<file path="config.mk">
export PLATFORM = sky130hd
export DESIGN_NAME = decode38_hold_flat
export DESIGN_NICKNAME = d
export VERILOG_FILES = /design/src/rtl/decode38_pkg.sv /design/src/rtl/decode38_hold_if.sv /design/src/rtl/decode38_hold_cnt.sv /design/src/rtl/decode38_hold.sv /design/src/flat_wrapper.sv
export SDC_FILE = /design/constraint.sdc
export NUM_CORES = 1
export LEC_CHECK = 0
export ABC_AREA = 1
export BUFFER_PORTS_ARGS = -buffer_cell sky130_fd_sc_hd__buf_2
export CELL_PAD_IN_SITES_DETAIL_PLACEMENT = 0
export CELL_PAD_IN_SITES_GLOBAL_PLACEMENT = 2
export CORE_ASPECT_RATIO = 1.2
export CORE_UTILIZATION = 29
export DETAILED_ROUTE_END_ITERATION = 8
export PLACE_DENSITY_LB_ADDON = 0.1
export SETUP_SLACK_MARGIN = 0.5
export SLEW_MARGIN = 10
export SYNTH_ARGS = -nofsm -noshare
export SYNTH_HDL_FRONTEND = slang
export SYNTH_HIERARCHICAL = 1
export SYNTH_SLANG_ARGS = --single-unit
</file>
<file path="constraint.sdc">
create_clock -name clk -period 2.1 [get_ports clk]
set_input_delay 0.21 -clock clk [delete_from_list [all_inputs] [get_ports clk]]
set_output_delay 0.21 -clock clk [all_outputs]
set_load 0.05 [all_outputs]
</file>
<file path="src/rtl/decode38_pkg.sv">
`default_nettype none
// ============================================================================
// Module   : decode38_pkg
// Purpose  : Shared widths, FSM state encoding and one-hot decode helper.
// Revision : 1.0 - initial release
// ============================================================================
package decode38_pkg;

  localparam int ONEHOT_W = 8;
  localparam int CODE_W   = 3;

  typedef enum logic [0:0] {
    ST_IDLE = 1'b0,
    ST_HOLD = 1'b1
  } state_t;

  function automatic logic [ONEHOT_W-1:0] decode_onehot(input logic [CODE_W-1:0] idx);
    decode_onehot      = '0;
    decode_onehot[idx] = 1'b1;
  endfunction

endpackage
`default_nettype wire

</file>
<file path="src/rtl/decode38_hold_if.sv">
`default_nettype none
// ============================================================================
// Module   : decode38_hold_if
// Purpose  : Code handshake and one-hot output bundle for decode38_hold.
// Revision : 1.0 - initial release
// ============================================================================
interface decode38_hold_if;
  import decode38_pkg::*;

  logic                en_in;
  logic                in_valid;
  logic                in_ready;
  logic [CODE_W-1:0]   code;
  logic [ONEHOT_W-1:0] y;
  logic                active;
  logic                done;

  modport master (
    output en_in,
    output in_valid,
    output code,
    input  in_ready,
    input  y,
    input  active,
    input  done
  );

  modport slave (
    input  en_in,
    input  in_valid,
    input  code,
    output in_ready,
    output y,
    output active,
    output done
  );

endinterface
`default_nettype wire

</file>
<file path="src/rtl/decode38_hold_cnt.sv">
`default_nettype none
// ============================================================================
// Module   : hold_cnt
// Purpose  : Load/decrement down-counter with zero flag; saturates at zero.
// Revision : 1.0 - initial release
// ============================================================================
module hold_cnt #(
  parameter int CNT_W = 8
) (
  input  wire logic             clk,
  input  wire logic             rst_n,
  input  wire logic             clr,
  input  wire logic             load,
  input  wire logic [CNT_W-1:0] load_val,
  input  wire logic             dec,
  output      logic             zero
);

  logic [CNT_W-1:0] r_cnt;

  always_ff @(posedge clk) begin
    if (!rst_n) begin
      r_cnt <= '0;
    end else if (clr) begin
      r_cnt <= '0;
    end else if (load) begin
      r_cnt <= load_val;
    end else if (dec && (r_cnt != '0)) begin
      r_cnt <= r_cnt - 1'b1;
    end
  end

  assign zero = (r_cnt == '0);

endmodule
`default_nettype wire

</file>
<file path="src/rtl/decode38_hold.sv">
`default_nettype none
// ============================================================================
// Module   : decode38_hold
// Purpose  : Registered 3-to-8 one-hot decoder holding each code for
//            HOLD_CYCLES cycles, paced by a valid/ready handshake.
//            Define DECODE38_QUEUE_EN for a one-entry code queue.
// Revision : 1.0 - initial release
// ============================================================================
module decode38_hold
  import decode38_pkg::*;
#(
  parameter int HOLD_CYCLES = 4,
  parameter int CNT_W       = 8
) (
  input wire logic       clk,
  input wire logic       rst_n,
  decode38_hold_if.slave bus
);

  localparam logic [CNT_W-1:0] c_reload = CNT_W'(HOLD_CYCLES - 1);

  state_t              r_state;
  state_t              w_nxt_state;
  logic [ONEHOT_W-1:0] r_y;
  logic [ONEHOT_W-1:0] w_nxt_y;
  logic                w_zero;
  logic                w_ready;
  logic                w_xfer;
  logic                w_cnt_clr;
  logic                w_cnt_load;
  logic                w_cnt_dec;

`ifdef DECODE38_QUEUE_EN
  logic                r_q_valid;
  logic                w_nxt_q_valid;
  logic [CODE_W-1:0]   r_q_code;
  logic [CODE_W-1:0]   w_nxt_q_code;

  assign w_ready = bus.en_in && !r_q_valid;
`else
  assign w_ready = bus.en_in && ((r_state == ST_IDLE) || ((r_state == ST_HOLD) && w_zero));
`endif

  assign w_xfer = bus.in_valid && w_ready;

  hold_cnt #(
    .CNT_W (CNT_W)
  ) u_hold_cnt (
    .clk      (clk),
    .rst_n    (rst_n),
    .clr      (w_cnt_clr),
    .load     (w_cnt_load),
    .load_val (c_reload),
    .dec      (w_cnt_dec),
    .zero     (w_zero)
  );

  always_comb begin
    w_nxt_state   = r_state;
    w_nxt_y       = r_y;
    w_cnt_clr     = 1'b0;
    w_cnt_load    = 1'b0;
    w_cnt_dec     = 1'b0;
`ifdef DECODE38_QUEUE_EN
    w_nxt_q_valid = r_q_valid;
    w_nxt_q_code  = r_q_code;
`endif
    if (!bus.en_in) begin
      // Abort whatever is in flight; no completion pulse is produced.
      w_nxt_state   = ST_IDLE;
      w_nxt_y       = '0;
      w_cnt_clr     = 1'b1;
`ifdef DECODE38_QUEUE_EN
      w_nxt_q_valid = 1'b0;
`endif
    end else begin
      case (r_state)
        ST_IDLE: begin
          if (w_xfer) begin
            w_nxt_y     = decode_onehot(bus.code);
            w_cnt_load  = 1'b1;
            w_nxt_state = ST_HOLD;
          end
        end
        ST_HOLD: begin
          if (!w_zero) begin
            w_cnt_dec = 1'b1;
`ifdef DECODE38_QUEUE_EN
            if (w_xfer) begin
              w_nxt_q_valid = 1'b1;
              w_nxt_q_code  = bus.code;
            end
`endif
          end else begin
`ifdef DECODE38_QUEUE_EN
            // Queued code wins over a direct input on the last hold cycle.
            if (r_q_valid) begin
              w_nxt_y       = decode_onehot(r_q_code);
              w_cnt_load    = 1'b1;
              w_nxt_q_valid = w_xfer;
              if (w_xfer) begin
                w_nxt_q_code = bus.code;
              end
            end else
`endif
            if (w_xfer) begin
              w_nxt_y    = decode_onehot(bus.code);
              w_cnt_load = 1'b1;
            end else begin
              w_nxt_y     = '0;
              w_nxt_state = ST_IDLE;
            end
          end
        end
        default: begin
          w_nxt_y     = '0;
          w_cnt_clr   = 1'b1;
          w_nxt_state = ST_IDLE;
        end
      endcase
    end
  end

  always_ff @(posedge clk) begin
    if (!rst_n) begin
      r_state   <= ST_IDLE;
      r_y       <= '0;
`ifdef DECODE38_QUEUE_EN
      r_q_valid <= 1'b0;
      r_q_code  <= '0;
`endif
    end else begin
      r_state   <= w_nxt_state;
      r_y       <= w_nxt_y;
`ifdef DECODE38_QUEUE_EN
      r_q_valid <= w_nxt_q_valid;
      r_q_code  <= w_nxt_q_code;
`endif
    end
  end

  assign bus.y        = r_y;
  assign bus.active   = (r_state == ST_HOLD);
  assign bus.done     = bus.en_in && (r_state == ST_HOLD) && w_zero;
  assign bus.in_ready = w_ready;

endmodule
`default_nettype wire

</file>
<file path="src/flat_wrapper.sv">
// flat-port wrapper written by rule: the top's interface ports become plain ports
module decode38_hold_flat import decode38_pkg::*;
#(
  parameter int HOLD_CYCLES = 4,
  parameter int CNT_W       = 8
)
  (clk, rst_n, bus_en_in, bus_in_valid, bus_code, bus_in_ready, bus_y, bus_active, bus_done);
  decode38_hold_if bus_i ();
  input wire logic clk;
  input wire logic rst_n;
  input wire logic [$bits(bus_i.en_in)-1:0] bus_en_in;
  input wire logic [$bits(bus_i.in_valid)-1:0] bus_in_valid;
  input wire logic [$bits(bus_i.code)-1:0] bus_code;
  output wire logic [$bits(bus_i.in_ready)-1:0] bus_in_ready;
  output wire logic [$bits(bus_i.y)-1:0] bus_y;
  output wire logic [$bits(bus_i.active)-1:0] bus_active;
  output wire logic [$bits(bus_i.done)-1:0] bus_done;
  assign bus_i.en_in = bus_en_in;
  assign bus_i.in_valid = bus_in_valid;
  assign bus_i.code = bus_code;
  assign bus_in_ready = bus_i.in_ready;
  assign bus_y = bus_i.y;
  assign bus_active = bus_i.active;
  assign bus_done = bus_i.done;
  decode38_hold #(.HOLD_CYCLES(HOLD_CYCLES), .CNT_W(CNT_W)) u_core (.clk(clk), .rst_n(rst_n), .bus(bus_i));
endmodule
</file>
==> impl_metrics.tcl, run 1 <==
set metrics [dict create \
    status "finished, final reports clean" \
    crit_arrival_ns 1.56 \
    min_period_ns 1.77 \
    grt_pass1_vias 1090 \
    instances_no_fill 243 \
    grt_pass1_wl_um 4670 \
    start_util_pct 30.5 \
    ant_nets 0 \
    grt_usage_pct 16.3 \
    placedCellCount 219 \
    syn2layout_area_growth_pct 43.5 \
    drc 0 \
    drtPass1Iterations 4 \
    nFillCells 360 \
    clock_sinks 17 \
    p_clk_share_pct 31.2 \
    maxCapViolCount 0 \
    regArea_sq_um 349 \
    layout-drive-gt1-share_pct 37.4 \
    std_cell_rows 23 \
    ys_warn_count 6 \
    power_frac_comb_pct 27.8 \
    die_w_um 56.3 \
    antenna_found_initial 0 \
    finalNetCount 216 \
    vias_per_cell 4.74 \
    wire_per_inst_um 12.1 \
    powerDensity_nw_per_um2 561 \
    synth_area_leaders "dfxtp_1 33%, nand2_1 14%, nand3_1 13%" \
    io_pins 18 \
    grt_overflow_total 0 \
    num_vias 1151 \
    htree_num_levels 1 \
    slowest_stage "dfxtp_4" \
    slowest_delay_ns 0.36 \
    finalHoldViolCount 0 \
    gp_congestion 0.786 \
    clock_latency_ns 0.26 \
    hpwl_um 2000 \
    setup_tns_ns 0 \
    setup_viol 0 \
    clk_pin_slew_worst_paths_ns 0.07 \
    critical_path_required_ns 1.89 \
    synth_cell_types 22 \
    numCtsBuffers 3 \
    multi_input_area_sq_um 692 \
    clockRootBuffer "clkbuf_8" \
    power.switching_w 0.000264 \
    routed_wl_um 2940 \
    grt_max_degree 11 \
    fin_util_pct 43.8 \
    hold_class "input pin to register" \
    p_leak_nw 0.680 \
    cpMostUsedCell "inv_2" \
    syn_inst 159 \
    cts_tree "yes" \
    dieHeight_um 67.2 \
    seqPwrFrac_pct 41.0 \
    swShare_pct 32.0 \
    holdWs_ns 0.282 \
    path_cells "inv_4 -> ha_4 -> nand4_1 -> inv_2 -> inv_2 -> nand2_2 -> nand2_2 -> buf_4 -> inv_2 -> buf_8" \
    syn_avg_cell_area_sq_um 6.46 \
    critPathCaptureType "output port" \
    ys_seq_elements 17 \
    finalPower_w 0.000826 \
    dieArea_sq_um 3790 \
    syn_area_sq_um 1030 \
    finalCritPeriodShare_pct 84.2 \
    critPathKind "register to output port" \
    fmax_ghz 0.565 \
    fin_skew_ns 0.00495 \
    synth_top_area_share_pct 33.1 \
    core_area_sq_um 3370 \
    drt-initial-drc-count 35 \
    synth-seq-area-share_pct 33.1 \
    p_int_w 0.000562 \
    cts_hold_buffers 0 \
    crit_path_start_kind "register" \
    rrSetupSlack_ns 0.33 \
    insertedDiodeCount 0 \
    vdd.ir_drop.worst_v 0.000353 \
    slew_viol_final 0 \
    cp_max_fo 3 \
    rsz0062_at_grt "true" \
    cts_buffer_depth 2 \
    synth_area_leader_cell "dfxtp_1" \
    port_buffers 17 \
]
-- layer usage --
layer / global-route usage (%) / share of wire, % / wire length [um]
met1: 16.5 / 39 / 1130
met2: 33.0 / 57 / 1670
met3: 1.72 / 3.0 / 87
met4: 8.54 / 1.7 / 51
met5: 0 / 0 / 0
-- worst paths after layout --
path                                            startpoint                          to  cells after the start
worst max-delay path            u_core/u_hold_cnt/r_cnt[0]                bus_in_ready                     10
worst max register to register  u_core/u_hold_cnt/r_cnt[0]  u_core/u_hold_cnt/r_cnt[5]                     12
worst min-delay path                          bus_in_valid           u_core/bus.active                      3
worst min register to register             u_core/bus.y[0]             u_core/bus.y[0]                      2
-- final cells by class --
class,count,area share (%)
multi-input cells,129,46.9
flip-flops and latches,17,23.7
repair buffers,38,17.8
inverters,17,4.84
well taps,37,3.14
clock buffers,3,2.80
repair inverters,1,0.424
clock inverters,1,0.340
-- state kept, by name, indices dropped and copies added, names as in the netlist --
signal,flops
u_core/bus.active,1
u_core/bus.y,8
u_core/u_hold_cnt/r_cnt,8
-- layout by cell type, fill, tap and decap left out, types with 2 or more instances in the layout --
cell	count
nand2_1	36
nand3_1	25
buf_4	20
nor2_1	16
buf_2	15
a21oi_1	13
dfxtp_1	12
inv_1	11
conb_1	8
nand2_2	5
inv_2	4
dfxtp_2	4
clkbuf_8	3
nor2_2	3
nor2_4	3
nand4_1	3
nand3_2	3
a21oi_2	3
inv_4	2
buf_6	2
or2_4	2
-- cell families after synthesis --
group / synth area share, %
other: 0.731
flip-flops: 33.1
buffers and inverters: 7.31
AND/OR/NAND/NOR: 44.0
AO/OA/AOI/OAI: 11.6
XOR/XNOR: 0.853
adder cells (fa/ha/maj): 2.44
-- power groups by stage --
stage,Clock (W),Sequential [W],Combinational (W)
6_report,0.000258,0.000339,0.000230
5_1_grt,0.000281,0.000340,0.000253
4_1_cts,0.000264,0.000340,0.000211
3_5_place_dp,0,0.000347,0.000165
3_3_place_gp,0,0.000347,0.000164
2_1_floorplan,0,0.000352,0.000122
-- through the flow --
step           area, sq um  worst slack (ns)
2_1_floorplan         1110             0.357
3_3_place_gp          1230             0.276
3_5_place_dp          1230             0.256
4_1_cts               1420             0.415
5_1_grt               1470             0.188
6_report              1470             0.331
-- Yosys cell counts (all sizes together) --
master,count
a21oi,16
buf,1
clkbuf,1
conb,2
dfxtp,17
ha,2
inv,17
nand2,42
nand3,28
nand4,3
nor2,22
o21ai,4
o21bai,1
or2,2
xnor2,1
-- worst max-delay path, delay by kind of cell (launching register included) --
family | cells | cell delay, ns
buf+inv | 6 | 0.54
simple gates | 3 | 0.29
flops | 1 | 0.36
fa+ha+maj | 1 | 0.13
-- repair_timing --
action,CTS,global route
resized for setup,8,14
pin swaps,2,6
buffers inserted,15,4
cloned,1,0
endpoints found under the setup margin,10,18
(Power assumes the default switching activity.)
==> inputs of run 2 (changes only) <==
--- a/config.mk
+++ b/config.mk
@@ -5,7 +5,7 @@
 export SDC_FILE = /design/constraint.sdc
 export NUM_CORES = 1
 export LEC_CHECK = 0
-export ABC_AREA = 1
+export ABC_AREA = 0
 export BUFFER_PORTS_ARGS = -buffer_cell sky130_fd_sc_hd__buf_2
 export CELL_PAD_IN_SITES_DETAIL_PLACEMENT = 0
 export CELL_PAD_IN_SITES_GLOBAL_PLACEMENT = 2
==> constraint.sdc (replaced) <==
create_clock -name clk -period 1.4 [get_ports clk]
set_input_delay 0.14 -clock clk [delete_from_list [all_inputs] [get_ports clk]]
set_output_delay 0.14 -clock clk [all_outputs]
set_load 0.05 [all_outputs]
==> run 2 against run 1 <==
The run now ends with setup timing left. Non-clock buffer count increased by 9. First-iteration DRC count decreased by 69%. Sequential power increased by 49%. Via count decreased by 19%. Critical path depth decreased by 1. Utilization increased by 10 points. Clock power increased by 7%. Worst hold slack got worse by 0.18 ns. Highest routed layer unchanged.
==> impl_metrics.tcl, run 2 <==
set metrics [dict create \
    p_leak_nw 0.659 \
    setup_viol 18 \
    syn_avg_cell_area_sq_um 9.23 \
    die_w_um 53.0 \
    slew_viol_final 0 \
    synthArstFlopShare_pct 0 \
    rsz0062_at_grt "true" \
    path_cells "inv_2 -> ha_4 -> nor3b_4 -> and2_4 -> nor2b_4 -> and2_4 -> a21boi_4 -> and4_1 -> nor4_1" \
    fin_skew_ns 0.00109 \
    start_util_pct 31.3 \
    synth_area_leader_cell "dfxtp_1" \
    synth-edff-count 0 \
    core_area_sq_um 2890 \
    synth_ff_type "dfxtp_1" \
    num_vias 935 \
    dieHeight_um 63.2 \
    vias_per_cell 5.00 \
    clock_latency_ns 0.30 \
    synth-seq-area-share_pct 37.6 \
    final_cell_area_sq_um 1560 \
    insertedDiodeCount 0 \
    layout-drive-gt1-share_pct 58.8 \
    slowest_delay_ns 0.34 \
    synth_top_area_share_pct 37.6 \
    place_ws_ns -0.428 \
    io_pins 18 \
    syn2layout_area_growth_pct 72.3 \
    htree_num_levels 1 \
    grt_max_degree 11 \
    nFillCells 274 \
    most-common-layout-cells "23 x buf_4, 12 x dfxtp_2, 11 x nor2_1" \
    wire_per_inst_um 13.2 \
    violations "setup timing" \
    grt_overflow_total 0 \
    port_buffers 17 \
    antenna_found_initial 0 \
    cts_hold_buffers 0 \
    fin_util_pct 53.9 \
    clockRootBuffer "clkbuf_4" \
    gp_congestion 0.740 \
    synth_cell_types 35 \
    drtPass1Iterations 2 \
    ant_nets 0 \
    crit_arrival_ns 1.98 \
    fmax_ghz 0.563 \
    final_common_cell "buf_4" \
    synth.most_common_cell "dfxtp_1" \
    vdd.ir_drop.worst_v 0.000432 \
    cts_tree "yes" \
    clock_sinks 17 \
    critPathKind "register to register" \
    min_period_ns 1.78 \
    slowest_stage "dfxtp_2" \
    powerDensity_nw_per_um2 703 \
    dieArea_sq_um 3350 \
    cp_max_fo 5 \
    worst_slack_ns -0.375 \
    drt-initial-drc-count 11 \
    syn_area_sq_um 905 \
    syn_inst 98 \
    status "finished with violations" \
    critPathCaptureType "register" \
    ys_warn_count 6 \
    setup_tns_ns -4.92 \
    grt_pass1_vias 873 \
    cts_buffer_depth 2 \
    drc 0 \
    clk_pin_slew_worst_paths_ns 0.11 \
    ys_seq_elements 17 \
    grt_usage_pct 16.5 \
    numCtsBuffers 3 \
    holdWs_ns 0.105 \
    grt_pass1_wl_um 4010 \
    synth_area_leaders "dfxtp_1 38%, nor2_1 5.4%, a211oi_1 4.1%" \
    finalCritPeriodShare_pct 127 \
    hold_class "input pin to register" \
    finalNetCount 163 \
    cpMostUsedCell "and2_4" \
    routed_wl_um 2470 \
    maxCapViolCount 0 \
    std_cell_rows 21 \
    finalHoldViolCount 0 \
    placed_area_sq_um 1260 \
    crit_path_start_kind "register" \
    critical_path_required_ns 1.60 \
    netlist_top_cells_count "17 x dfxtp_1, 13 x nor2_1, 5 x a211oi_1, 5 x inv_1" \
    hpwl_um 1800 \
]
## run 2: cell count changes after synthesis, sizes merged, moves of 5 or more
| cell | change |
|---|---|
| nand2 | -38 |
| nand3 | -26 |
| a21oi | -12 |
| inv | -12 |
| nor2 | -9 |
| a211oi | +6 |
| nor3b | +5 |
## run 2: worst max-delay path, delay by kind of cell, from the launching register on
kind | cells | cell delay (ns)
adders and majority gates | 1 | 0.13
and+or+nand+nor | 6 | 0.99
DFF | 1 | 0.34
AOI/OAI and AO/OA | 1 | 0.15
buffers and inverters | 1 | 0.07
## run 2: cells by family (layout without fill, tap and decap cells)
| kind of cell | count (synthesis) | count (layout) | synth area share, % |
|---|---|---|---|
| compound gates | 21 | 22 | 20.2 |
| xor+xnor | 2 | 2 | 1.94 |
| fa+ha+maj | 2 | 2 | 2.77 |
| buf+inv | 8 | 56 | 3.32 |
| flops | 17 | 17 | 37.6 |
| mux | 2 | 2 | 2.21 |
| other cells | 2 | 8 | 0.830 |
| simple gates | 44 | 44 | 31.1 |
## run 2: cell type report
type	count	area, sq um	share of cell area [%]
inverter	5	21.3	1.36
tap	34	42.5	2.73
timing repair buffer	47	443	28.4
sequential	17	355	22.8
clock inverter	1	5.00	0.321
multi-input combinational	80	669	42.9
clock buffer	3	22.5	1.44
## run 2: what timing repair did
| item | in CTS | in global routing |
|---|---|---|
| setup buffers | 4 | 3 |
| cloned | 1 | 0 |
| setup endpoints to repair | 28 | 28 |
| pin swaps | 13 | 8 |
| resized for setup | 54 | 8 |
## run 2: stage by stage
step,cells,total power [W]
finish,187,0.00110
global route,187,0.00118
CTS,184,0.00110
detailed placement,175,0.000754
global placement,175,0.000751
floorplan,104,0.000662
## run 2: path summary, 6_finish.rpt
path                                    from                         end  slack, ns  depth (start not counted)
setup / recovery  u_core/u_hold_cnt/r_cnt[1]  u_core/u_hold_cnt/r_cnt[5]      -0.38                          9
hold reg to reg              u_core/bus.y[6]             u_core/bus.y[6]       0.49                          1
hold / removal                  bus_in_valid           u_core/bus.active       0.11                          3
setup reg to reg  u_core/u_hold_cnt/r_cnt[1]  u_core/u_hold_cnt/r_cnt[5]      -0.38                          9
## run 2: power by group
group	leakage (nW)	internal (W)	switching, W
clock network	0.0177	0.000106	0.000170
registers	0.144	0.000495	0.00000981
logic	0.498	0.000159	0.000156
## run 2: routing by layer
layer | wire length, um | track usage, %
met3 | 79 | 3.62
met4 | 29 | 5.92
met1 | 1030 | 18.4
met5 | 0 | 0
met2 | 1320 | 29.4
